[src/rtl/load_unit_if.sv]
// Load unit bus bundle: decode request, data-memory read channel, writeback.
// master = load unit side, slave = decoder/memory/writeback side.
interface load_unit_if #(
  parameter int ADDR_W = 32,
  parameter int DATA_W = 32
);
  logic              ld_valid;
  logic              ld_ready;
  logic [ADDR_W-1:0] rs1_data;
  logic [11:0]       imm;
  logic [4:0]        rd;
  logic [2:0]        load_control;
  logic              mem_req;
  logic [ADDR_W-1:0] mem_addr;
  logic              mem_gnt;
  logic              mem_rvalid;
  logic [DATA_W-1:0] mem_rdata;
  logic              wb_valid;
  logic [4:0]        wb_rd;
  logic [DATA_W-1:0] wb_data;
  logic              ld_misalign;
  logic              ld_err;

  modport master (
    input  ld_valid, rs1_data, imm, rd, load_control,
    input  mem_gnt, mem_rvalid, mem_rdata,
    output ld_ready, mem_req, mem_addr,
    output wb_valid, wb_rd, wb_data,
    output ld_misalign, ld_err
  );

  modport slave (
    output ld_valid, rs1_data, imm, rd, load_control,
    output mem_gnt, mem_rvalid, mem_rdata,
    input  ld_ready, mem_req, mem_addr,
    input  wb_valid, wb_rd, wb_data,
    input  ld_misalign, ld_err
  );
endinterface

[src/rtl/load_unit.sv]
// load_unit: RV32 load execution (LB/LH/LW/LBU/LHU), one load in flight.
// Ports: clk, rst_n (async low), bus (load_unit_if.master). Option: LOAD_TIMEOUT_EN.
`ifndef LB
`define LB     3'b000
`define LH     3'b001
`define LW     3'b010
`define LBU    3'b100
`define LHU    3'b101
`define LD_NOP 3'b111
`endif

module load_unit #(
  parameter int ADDR_W         = 32,
  parameter int DATA_W         = 32,
  parameter int TIMEOUT_CYCLES = 255
) (
  input logic          clk,
  input logic          rst_n,
  load_unit_if.master  bus
);
  typedef enum logic [1:0] {
    IDLE, REQ, WAIT, RESP
  } state_t;

  state_t r_state, w_next;

  logic [1:0]        r_off;
  logic [4:0]        r_rd;
  logic [2:0]        r_ctrl;
  logic [ADDR_W-1:0] r_addr;
  logic [DATA_W-1:0] r_wb_data;
  logic              r_mis;
  logic              r_err;

  logic [ADDR_W-1:0] w_ea;
  logic              w_accept;
  logic              w_mem_op;
  logic              w_mis;
  logic              w_go;
  logic              w_load;
  logic              w_timeout;
  logic [7:0]        w_byte;
  logic [15:0]       w_half;
  logic [DATA_W-1:0] w_ext;

  assign w_ea = bus.rs1_data
              + {{(ADDR_W-12){bus.imm[11]}}, bus.imm};
  assign w_accept = bus.ld_valid && (r_state == IDLE);
  assign w_go = w_accept && w_mem_op && !w_mis;

  always_comb begin
    w_mem_op = 1'b0;
    w_mis    = 1'b0;
    case (bus.load_control)
      `LB, `LBU: w_mem_op = 1'b1;
      `LH, `LHU: begin
        w_mem_op = 1'b1;
        w_mis    = w_ea[0];
      end
      `LW: begin
        w_mem_op = 1'b1;
        w_mis    = |w_ea[1:0];
      end
      default: ;
    endcase
  end

  // rvalid together with gnt completes the read without visiting WAIT
  assign w_load =
    ((r_state == REQ) && bus.mem_gnt && bus.mem_rvalid) ||
    ((r_state == WAIT) && bus.mem_rvalid);

`ifdef LOAD_TIMEOUT_EN
  localparam int CW = (TIMEOUT_CYCLES > 255)
                    ? $clog2(TIMEOUT_CYCLES + 1) : 8;
  localparam logic [CW-1:0] LAST = CW'(TIMEOUT_CYCLES - 1);
  logic [CW-1:0] r_cnt;

  always_ff @(posedge clk or negedge rst_n) begin
    if (!rst_n)
      r_cnt <= '0;
    else if (r_state != WAIT)
      r_cnt <= '0;
    else
      r_cnt <= r_cnt + {{(CW-1){1'b0}}, 1'b1};
  end

  assign w_timeout = (r_state == WAIT) &&
                     !bus.mem_rvalid && (r_cnt == LAST);
`else
  assign w_timeout = 1'b0;
`endif

  always_ff @(posedge clk or negedge rst_n) begin
    if (!rst_n)
      r_state <= IDLE;
    else
      r_state <= w_next;
  end

  always_comb begin
    w_next = r_state;
    case (r_state)
      IDLE: if (w_go) w_next = REQ;
      REQ:
        if (bus.mem_gnt)
          w_next = bus.mem_rvalid ? RESP : WAIT;
      WAIT:
        if (bus.mem_rvalid)  w_next = RESP;
        else if (w_timeout)  w_next = IDLE;
      RESP: w_next = IDLE;
      default: w_next = IDLE;
    endcase
  end

  always_comb begin
    w_byte = 8'h00;
    w_half = 16'h0000;
    case (r_off)
      2'd0: w_byte = bus.mem_rdata[7:0];
      2'd1: w_byte = bus.mem_rdata[15:8];
      2'd2: w_byte = bus.mem_rdata[23:16];
      2'd3: w_byte = bus.mem_rdata[31:24];
      default: ;
    endcase
    w_half = r_off[1] ? bus.mem_rdata[31:16]
                      : bus.mem_rdata[15:0];
    case (r_ctrl)
      `LB:  w_ext = {{(DATA_W-8){w_byte[7]}}, w_byte};
      `LBU: w_ext = {{(DATA_W-8){1'b0}}, w_byte};
      `LH:  w_ext = {{(DATA_W-16){w_half[15]}}, w_half};
      `LHU: w_ext = {{(DATA_W-16){1'b0}}, w_half};
      default: w_ext = bus.mem_rdata;
    endcase
  end

  always_ff @(posedge clk or negedge rst_n) begin
    if (!rst_n) begin
      r_off     <= '0;
      r_rd      <= '0;
      r_ctrl    <= '0;
      r_addr    <= '0;
      r_wb_data <= '0;
      r_mis     <= 1'b0;
      r_err     <= 1'b0;
    end else begin
      r_mis <= w_accept && w_mem_op && w_mis;
      r_err <= w_timeout;
      if (w_go) begin
        r_off  <= w_ea[1:0];
        r_rd   <= bus.rd;
        r_ctrl <= bus.load_control;
        r_addr <= {w_ea[ADDR_W-1:2], 2'b00};
      end
      if (w_load)
        r_wb_data <= w_ext;
    end
  end

  assign bus.ld_ready    = (r_state == IDLE);
  assign bus.mem_req     = (r_state == REQ);
  assign bus.mem_addr    = r_addr;
  assign bus.wb_valid    = (r_state == RESP);
  assign bus.wb_rd       = r_rd;
  assign bus.wb_data     = r_wb_data;
  assign bus.ld_misalign = r_mis;
  assign bus.ld_err      = r_err;
endmodule

[src/flat_wrapper.sv]
// flat-port wrapper written by rule: the top's interface ports become plain ports
module load_unit_flat 
#(
  parameter int ADDR_W         = 32,
  parameter int DATA_W         = 32,
  parameter int TIMEOUT_CYCLES = 255
)
  (clk, rst_n, bus_ld_valid, bus_rs1_data, bus_imm, bus_rd, bus_load_control, bus_mem_gnt, bus_mem_rvalid, bus_mem_rdata, bus_ld_ready, bus_mem_req, bus_mem_addr, bus_wb_valid, bus_wb_rd, bus_wb_data, bus_ld_misalign, bus_ld_err);
  load_unit_if #(.ADDR_W(ADDR_W), .DATA_W(DATA_W)) bus_i ();
  input logic clk;
  input logic rst_n;
  input wire logic [$bits(bus_i.ld_valid)-1:0] bus_ld_valid;
  input wire logic [$bits(bus_i.rs1_data)-1:0] bus_rs1_data;
  input wire logic [$bits(bus_i.imm)-1:0] bus_imm;
  input wire logic [$bits(bus_i.rd)-1:0] bus_rd;
  input wire logic [$bits(bus_i.load_control)-1:0] bus_load_control;
  input wire logic [$bits(bus_i.mem_gnt)-1:0] bus_mem_gnt;
  input wire logic [$bits(bus_i.mem_rvalid)-1:0] bus_mem_rvalid;
  input wire logic [$bits(bus_i.mem_rdata)-1:0] bus_mem_rdata;
  output wire logic [$bits(bus_i.ld_ready)-1:0] bus_ld_ready;
  output wire logic [$bits(bus_i.mem_req)-1:0] bus_mem_req;
  output wire logic [$bits(bus_i.mem_addr)-1:0] bus_mem_addr;
  output wire logic [$bits(bus_i.wb_valid)-1:0] bus_wb_valid;
  output wire logic [$bits(bus_i.wb_rd)-1:0] bus_wb_rd;
  output wire logic [$bits(bus_i.wb_data)-1:0] bus_wb_data;
  output wire logic [$bits(bus_i.ld_misalign)-1:0] bus_ld_misalign;
  output wire logic [$bits(bus_i.ld_err)-1:0] bus_ld_err;
  assign bus_i.ld_valid = bus_ld_valid;
  assign bus_i.rs1_data = bus_rs1_data;
  assign bus_i.imm = bus_imm;
  assign bus_i.rd = bus_rd;
  assign bus_i.load_control = bus_load_control;
  assign bus_i.mem_gnt = bus_mem_gnt;
  assign bus_i.mem_rvalid = bus_mem_rvalid;
  assign bus_i.mem_rdata = bus_mem_rdata;
  assign bus_ld_ready = bus_i.ld_ready;
  assign bus_mem_req = bus_i.mem_req;
  assign bus_mem_addr = bus_i.mem_addr;
  assign bus_wb_valid = bus_i.wb_valid;
  assign bus_wb_rd = bus_i.wb_rd;
  assign bus_wb_data = bus_i.wb_data;
  assign bus_ld_misalign = bus_i.ld_misalign;
  assign bus_ld_err = bus_i.ld_err;
  load_unit #(.ADDR_W(ADDR_W), .DATA_W(DATA_W), .TIMEOUT_CYCLES(TIMEOUT_CYCLES)) u_core (.clk(clk), .rst_n(rst_n), .bus(bus_i));
endmodule
[config.mk]
export PLATFORM = sky130hd
export DESIGN_NAME = load_unit_flat
export DESIGN_NICKNAME = d
export VERILOG_FILES = /design/src/rtl/load_unit_if.sv /design/src/rtl/load_unit.sv /design/src/flat_wrapper.sv
export SDC_FILE = /design/constraint.sdc
export NUM_CORES = 1
export LEC_CHECK = 0
export CAP_MARGIN = 30
export CORE_AREA = 2 2 113 115
export CTS_CLUSTER_DIAMETER = 30
export DETAILED_ROUTE_END_ITERATION = 8
export DIE_AREA = 0 0 115 117
export GPL_ROUTABILITY_DRIVEN = 0
export PLACE_DENSITY_LB_ADDON = 0.1
export SLEW_MARGIN = 25
export SYNTH_ARGS = -nofsm -noshare
export SYNTH_HDL_FRONTEND = slang
export SYNTH_SLANG_ARGS = --single-unit
[constraint.sdc]
create_clock -name clk -period 1.7 [get_ports clk]
set_input_delay 0.34 -clock clk [delete_from_list [all_inputs] [get_ports clk]]
set_output_delay 0.34 -clock clk [all_outputs]
set_load 0.02 [all_outputs]
==> flow_metrics.py, run 1 <==
metrics = {
    "logic_synthesis": {
        "synthTopCellsByArea": "dfrtp_1 (36%), nand2_1 (9.2%), ha_1 (8.7%), a21oi_1 (7.0%), o21ai_0 (6.2%)",
        "synth.avg_cell_area_um2": 8.11,
        "synthFlopType": "dfrtp_1",
        "synth_cells": 641,
        "synth_top_cell_area_share": 0.361,
        "yosys_warnings": 0,
        "ys_ff_latch": 75,
        "synth_top_area_cell": "dfrtp_1",
        "seq_area_frac_synth": 0.361,
        "synth_edf_count": 0,
        "synth-async-reset-ratio": 1.00,
        "synth.distinct_cells": 62,
        "synth_area_um2": 5200,
    },
    "global_route": {
        "overflow": 0,
        "grt_max_degree": 76,
        "grt_pass1_vias": 6586,
        "track_usage": 0.328,
        "antenna_found_initial": 0,
        "grt_pass1_wl_mm": 33.9,
    },
    "finish": {
        "fillers": 657,
        "area_growth_pct": 96.6,
        "final_layout_size_suffix_gt1_frac": 0.457,
        "final_cell_mix": "buf_4 (145), clkdlybuf4s50_1 (95), nand2_1 (94)",
        "mostFrequentLayoutCell": "buf_4",
        "seq_area_um2": 1880,
        "layout.nets": 1093,
        "multiInputGateArea_um2": 4400,
        "antennaDiodeCount": 0,
    },
    "placed_design": {
        "place_hpwl_mm": 13.4,
        "io_buffers": 159,
    },
    "floorplanning": {
        "die_area_um2": 13500,
        "start_util": 0.422,
        "core_area_um2": 12300,
        "rows": 41,
        "dieHeight_um": 117,
        "io_pins": 163,
        "die_w_um": 115,
    },
    "power": {
        "p_leak_nw": 4.58,
        "p_sw_frac": 0.433,
        "p_int_mw": 7.90,
        "p_comb_frac": 0.617,
        "clockPowerShare": 0.146,
        "totalPowerFinal_mw": 13.9,
        "ir_worst_vdd_mv": 0.954,
        "power_density_nw_per_um2": 1360,
        "p_switching_mw": 6.04,
        "p_seq_frac": 0.236,
    },
    "sta": {
        "setup_ws_ns": -0.573,
        "hold_ws_ns": 0.000427,
        "finalHoldViolations": 0,
        "period_needed_ns": 2.27,
        "max_freq_mhz": 440,
        "setup_viol": 62,
        "fin_skew_ns": 0.00824,
        "slew_headroom": 0.636,
        "worstMarginPinSlew_ns": 0.541,
        "period_share": 1.34,
        "rsz0062_at_grt": "yes",
        "drv_slew": 0,
    },
    "run": {
        "drv_cap": 0,
    },
    "critical_path": {
        "path_class": "in -> reg",
        "worstPathMaxFanout": 4,
        "start_kind": "input pin",
        "critical-path-max-stage-delay_ns": 0.50,
        "r2r_end": "u_core.r_state[0]",
        "cp_slowest_cell": "clkdlybuf4s50_1",
        "crit_path_cell_trace": "clkdlybuf4s50_1 -> ha_4 -> buf_4 -> o21ai_0 -> a21o_1 -> a21oi_1 -> or4_1 -> o311ai_1",
        "reg2reg_slack_ns": -0.22,
        "crit_arrival_ns": 2.52,
        "r2r_start": "u_core.r_state[0]",
        "reg2regPathDepth": 8,
        "cp.required_ns": 1.94,
        "crit_path_end_kind": "flop",
    },
    "routing": {
        "ant_nets": 0,
        "vias": 6834,
        "viasPerCell": 6.10,
        "wirelength_mm": 25.6,
        "avgRoutedWirePerCell_um": 22.9,
        "first_pass_iters": 5,
        "drc": 0,
        "drt_iter0_drc": 648,
    },
    "worst_hold_path": {
        "hp-class": "in -> async",
    },
    "clock_tree": {
        "cts_tree": "yes",
        "insertion_delay_ns": 0.36,
        "cts_buffer_depth": 2,
        "numClockSinks": 75,
        "cts_root_buf": "clkbuf_16",
        "cts_max_level": 3,
        "postCtsHoldBufs": 0,
        "cts_buffers": 9,
        "clk_pin_slew_ns": 0.06,
    },
    "outcome": {
        "status": "complete, but fails checks",
        "violations": "negative setup slack",
    },
}
critical path, delay by kind of cell:
| kind | cells | cell delay (ns) |
|---|---|---|
| and+or+nand+nor | 1 | 0.42 |
| adders and majority gates | 1 | 0.22 |
| buffers and inverters | 2 | 0.65 |
| AOI/OAI and AO/OA | 4 | 0.88 |
per-layer routing:
layer / GRT usage / share of wire
met1: 0.364 / 0.36
met2: 0.593 / 0.50
met3: 0.0613 / 0.071
met4: 0.182 / 0.067
met5: 0 / 0
worst max path at each step:
stage | from | to
2_1_floorplan | bus_imm[0] | u_core.bus.mem_addr[30]
3_3_place_gp | bus_imm[0] | u_core.bus.mem_addr[30]
3_5_place_dp | bus_imm[11] | u_core.bus.mem_addr[30]
4_1_cts | bus_rs1_data[0] | u_core.bus.mem_addr[30]
5_1_grt | bus_rs1_data[24] | u_core.bus.mem_addr[30]
6_report | bus_rs1_data[26] | u_core.bus.mem_addr[30]
synth_stat cells (all sizes together) (4+ instances only):
master	instances
o21ai	70
a31oi	10
mux2i	11
nand3	6
o311ai	5
buf	12
a211oi	5
nand2	127
nor3	8
o211ai	5
nor4	6
a21o	10
nand2b	6
nor2b	5
and3	5
o21bai	4
ha	36
o22ai	5
xnor2	9
xor2	12
clkbuf	24
a221oi	7
nor2	45
nor3b	6
a21oi	74
dfrtp	75
inv	21
area by class of cell:
cell class,instances,area share
inverter,21,0.00772
clock inverter,5,0.00613
tap,150,0.0184
multi-input combinational,511,0.431
clock buffer,10,0.0234
timing repair buffer,349,0.330
sequential,75,0.184
power by group through the flow:
stage / clock (mW) / combinational, mW / sequential, mW
2_1_floorplan: 0 / 2.64 / 4.04
3_3_place_gp: 0 / 6.58 / 3.14
3_5_place_dp: 0 / 6.73 / 3.19
4_1_cts: 2.03 / 7.50 / 3.21
5_1_grt: 2.11 / 9.06 / 3.36
6_report: 2.04 / 8.61 / 3.29
flip-flops by register name, summed over array words and instances (netlist names):
name and cells:
u_core.bus.wb_data 32, u_core.bus.mem_addr 30, u_core.bus.wb_rd 5, u_core.r_ctrl 3, u_core.r_off 2, u_core.r_state 2, u_core.bus.ld_misalign 1
stage by stage:
stage	area (um2)	cells	setup WS [ns]	utilization	setup TNS, ns
6_report	10200	1121	-0.573	0.830	-11.26
4_1_cts	9600	1107	-0.406	0.780	-7.03
3_5_place_dp	8050	1052	-1.27	0.654	-50.23
2_1_floorplan	5440	643	-0.577	-	-12.49
3_3_place_gp	8050	1052	-1.22	0.654	-48.67
5_1_grt	10200	1121	-0.630	0.830	-14.14
cell families (layout without fill, tap and decap cells):
group                      Yosys count  in the layout  synth area share
AOI/OAI and AO/OA                  209            209             0.241
xor gates and xnor gates            21             21            0.0354
adders and majority gates           37             37            0.0905
buffers and inverters               57            385            0.0448
DFF                                 75             75             0.361
muxes                               13             13            0.0277
other                                1              3          0.000722
and+or+nand+nor                    228            228             0.199
repair_timing:
item	CTS	global route
pin swaps	109	45
gates resized for setup	316	132
gates cloned	8	1
setup endpoints to repair	52	84
setup buffers	33	17
Power figures use the tool's default switching activity.
==> run 2: changes to the inputs <==
CORE_AREA = 10 10 121 123   (was 2 2 113 115)
DIE_AREA = 0 0 131 133   (was 0 0 115 117)
SLEW_MARGIN = 20   (was 25)
==> flow_metrics.py, run 2 (synthesis gave the netlist of run 1 again) <==
metrics = {
    "outcome": {
        "status": "complete, but fails checks",
        "violations": "negative hold slack, negative setup slack",
    },
    "floorplanning": {
        "core_area_um2": 12400,
        "io_pins": 163,
        "die_w_um": 131,
        "dieHeight_um": 133,
        "start_util": 0.420,
        "rows": 41,
        "die_area_um2": 17400,
    },
    "sta": {
        "period_needed_ns": 2.41,
        "period_share": 1.42,
        "fin_setup_tns_ns": -13.13,
        "drv_slew": 0,
        "rsz0062_at_grt": "yes",
        "fin_skew_ns": 0.00745,
        "setup_viol": 59,
        "setup_ws_ns": -0.707,
        "hold_ws_ns": -0.00674,
        "finalHoldViolations": 2,
        "max_freq_mhz": 416,
    },
    "placed_design": {
        "place_hpwl_mm": 14.5,
        "io_buffers": 159,
    },
    "critical_path": {
        "worstPathMaxFanout": 5,
        "start_kind": "input pin",
        "cp_common_cell": "buf_8",
        "reg2reg_slack_ns": -0.04,
        "crit_path_cell_trace": "buf_8 -> buf_8 -> ha_4 -> nand2_1 -> o21ai_2 -> nand3_1 -> a21oi_2 -> a31oi_4 -> a211oi_2 -> buf_4 -> mux2i_1 -> o311ai_1",
        "cp_slowest_cell": "ha_4",
        "crit_path_end_kind": "flop",
        "reg2regPathDepth": 8,
        "r2r_start": "u_core.r_off[1]",
        "critical-path-max-stage-delay_ns": 0.32,
        "path_class": "in -> reg",
        "r2r_end": "u_core.bus.wb_data[19]",
        "crit_arrival_ns": 2.63,
        "cp.required_ns": 1.92,
    },
    "worst_hold_path": {
        "hp-class": "in -> async",
    },
    "power": {
        "totalPowerFinal_mw": 14.2,
        "p_leak_nw": 4.59,
        "p_sw_frac": 0.432,
        "p_switching_mw": 6.14,
        "p_comb_frac": 0.619,
        "ir_worst_vdd_mv": 0.994,
        "power_density_nw_per_um2": 1380,
        "p_seq_frac": 0.232,
        "clockPowerShare": 0.149,
        "p_int_mw": 8.08,
    },
    "run": {
        "drv_cap": 0,
    },
    "global_route": {
        "overflow": 0,
        "track_usage": 0.247,
        "grt_pass1_wl_mm": 34.4,
        "antenna_found_initial": 0,
        "grt_max_degree": 76,
        "grt_pass1_vias": 6714,
    },
    "routing": {
        "vias": 6818,
        "drc": 0,
        "drt_iter0_drc": 649,
        "first_pass_iters": 8,
        "viasPerCell": 6.01,
        "wirelength_mm": 26.7,
        "avgRoutedWirePerCell_um": 23.5,
        "ant_nets": 0,
    },
    "finish": {
        "largest_register_ffs": 32,
        "final_cell_mix": "buf_4 (141), clkdlybuf4s50_1 (91), nand2_1 (88)",
        "mostFrequentLayoutCell": "buf_4",
        "area_growth_pct": 97.7,
        "antennaDiodeCount": 0,
        "final_layout_size_suffix_gt1_frac": 0.462,
        "layout.nets": 1084,
    },
    "clock_tree": {
        "cts_buffers": 9,
        "clk_pin_slew_ns": 0.06,
        "cts_tree": "yes",
        "insertion_delay_ns": 0.35,
        "postCtsHoldBufs": 0,
        "cts_max_level": 3,
        "cts_root_buf": "clkbuf_16",
        "cts_buffer_depth": 2,
        "numClockSinks": 75,
    },
}
run 2: cell count changes in the layout (fill, tap and decap cells not counted), sizes merged:
cell | previous run | this run
buf | 209 | 196
dlygate4sd2 | 18 | 19
dlymetal6s2s | 16 | 19
bufinv | 1 | 2
clkdlybuf4s50 | 95 | 91
clkbuf | 13 | 17
run 2: repair_timing:
action	in CTS	in global routing
pin swaps	116	67
endpoints found under the setup margin	73	77
gates cloned	6	2
resized for setup	292	179
buffers inserted	30	15
endpoints found under the hold margin	0	0
run 2: worst max-delay path: cells and delay by family:
| kind | cells | cell delay [ns] |
|---|---|---|
| compound gates | 5 | 0.99 |
| fa+ha+maj | 1 | 0.32 |
| buf+inv | 3 | 0.42 |
| mux | 1 | 0.17 |
| simple gates | 2 | 0.38 |
run 2: area by class of cell:
class	count	area, um2
inverter	21	78.8
fill	661	2090
clock inverter	6	88.8
timing repair buffer	340	3230
clock buffer	10	229
tap	172	215
multi-input combinational	511	4550
sequential	75	1880
run 2: stage by stage:
| stage | hold slack (ns) | std cells | area [um2] | utilization | setup slack (ns) |
|---|---|---|---|---|---|
| floorplan | 0.0444 | 643 | 5440 | - | -0.577 |
| global placement | 0.391 | 1072 | 8050 | 0.651 | -1.27 |
| detailed placement | 0.392 | 1072 | 8050 | 0.651 | -1.28 |
| CTS | 0.0270 | 1124 | 9540 | 0.771 | -0.426 |
| global route | 0.0332 | 1135 | 10300 | 0.831 | -0.758 |
| finish | -0.00674 | 1135 | 10300 | 0.831 | -0.707 |
run 2: metal layers:
layer	global-route usage	up-vias	wire, um
met4	0.123	0	1810
met2	0.443	451	13400
met3	0.0563	163	2190
met1	0.261	3288	9220
li1	-	2916	-
met5	0	-	0
run 2: how the worst max path moves through the flow:
stage	start	slack, ns	to	depth (start not counted)
2_1_floorplan	bus_imm[0]	-0.58	u_core.bus.mem_addr[30]	10
3_3_place_gp	bus_imm[11]	-1.27	u_core.bus.mem_addr[26]	12
3_5_place_dp	bus_imm[11]	-1.28	u_core.bus.mem_addr[26]	11
4_1_cts	bus_rs1_data[0]	-0.43	u_core.bus.mem_addr[30]	11
5_1_grt	bus_imm[11]	-0.76	u_core.bus.mem_addr[26]	12
6_report	bus_imm[11]	-0.71	u_core.bus.mem_addr[26]	12
run 2: power by group through the flow:
stage	clock [mW]	combinational, mW	sequential [mW]
global placement	0	6.65	3.14
CTS	2.11	7.56	3.20
detailed placement	0	6.77	3.19
floorplan	0	2.64	4.04
global route	2.21	9.33	3.38
finish	2.12	8.81	3.29
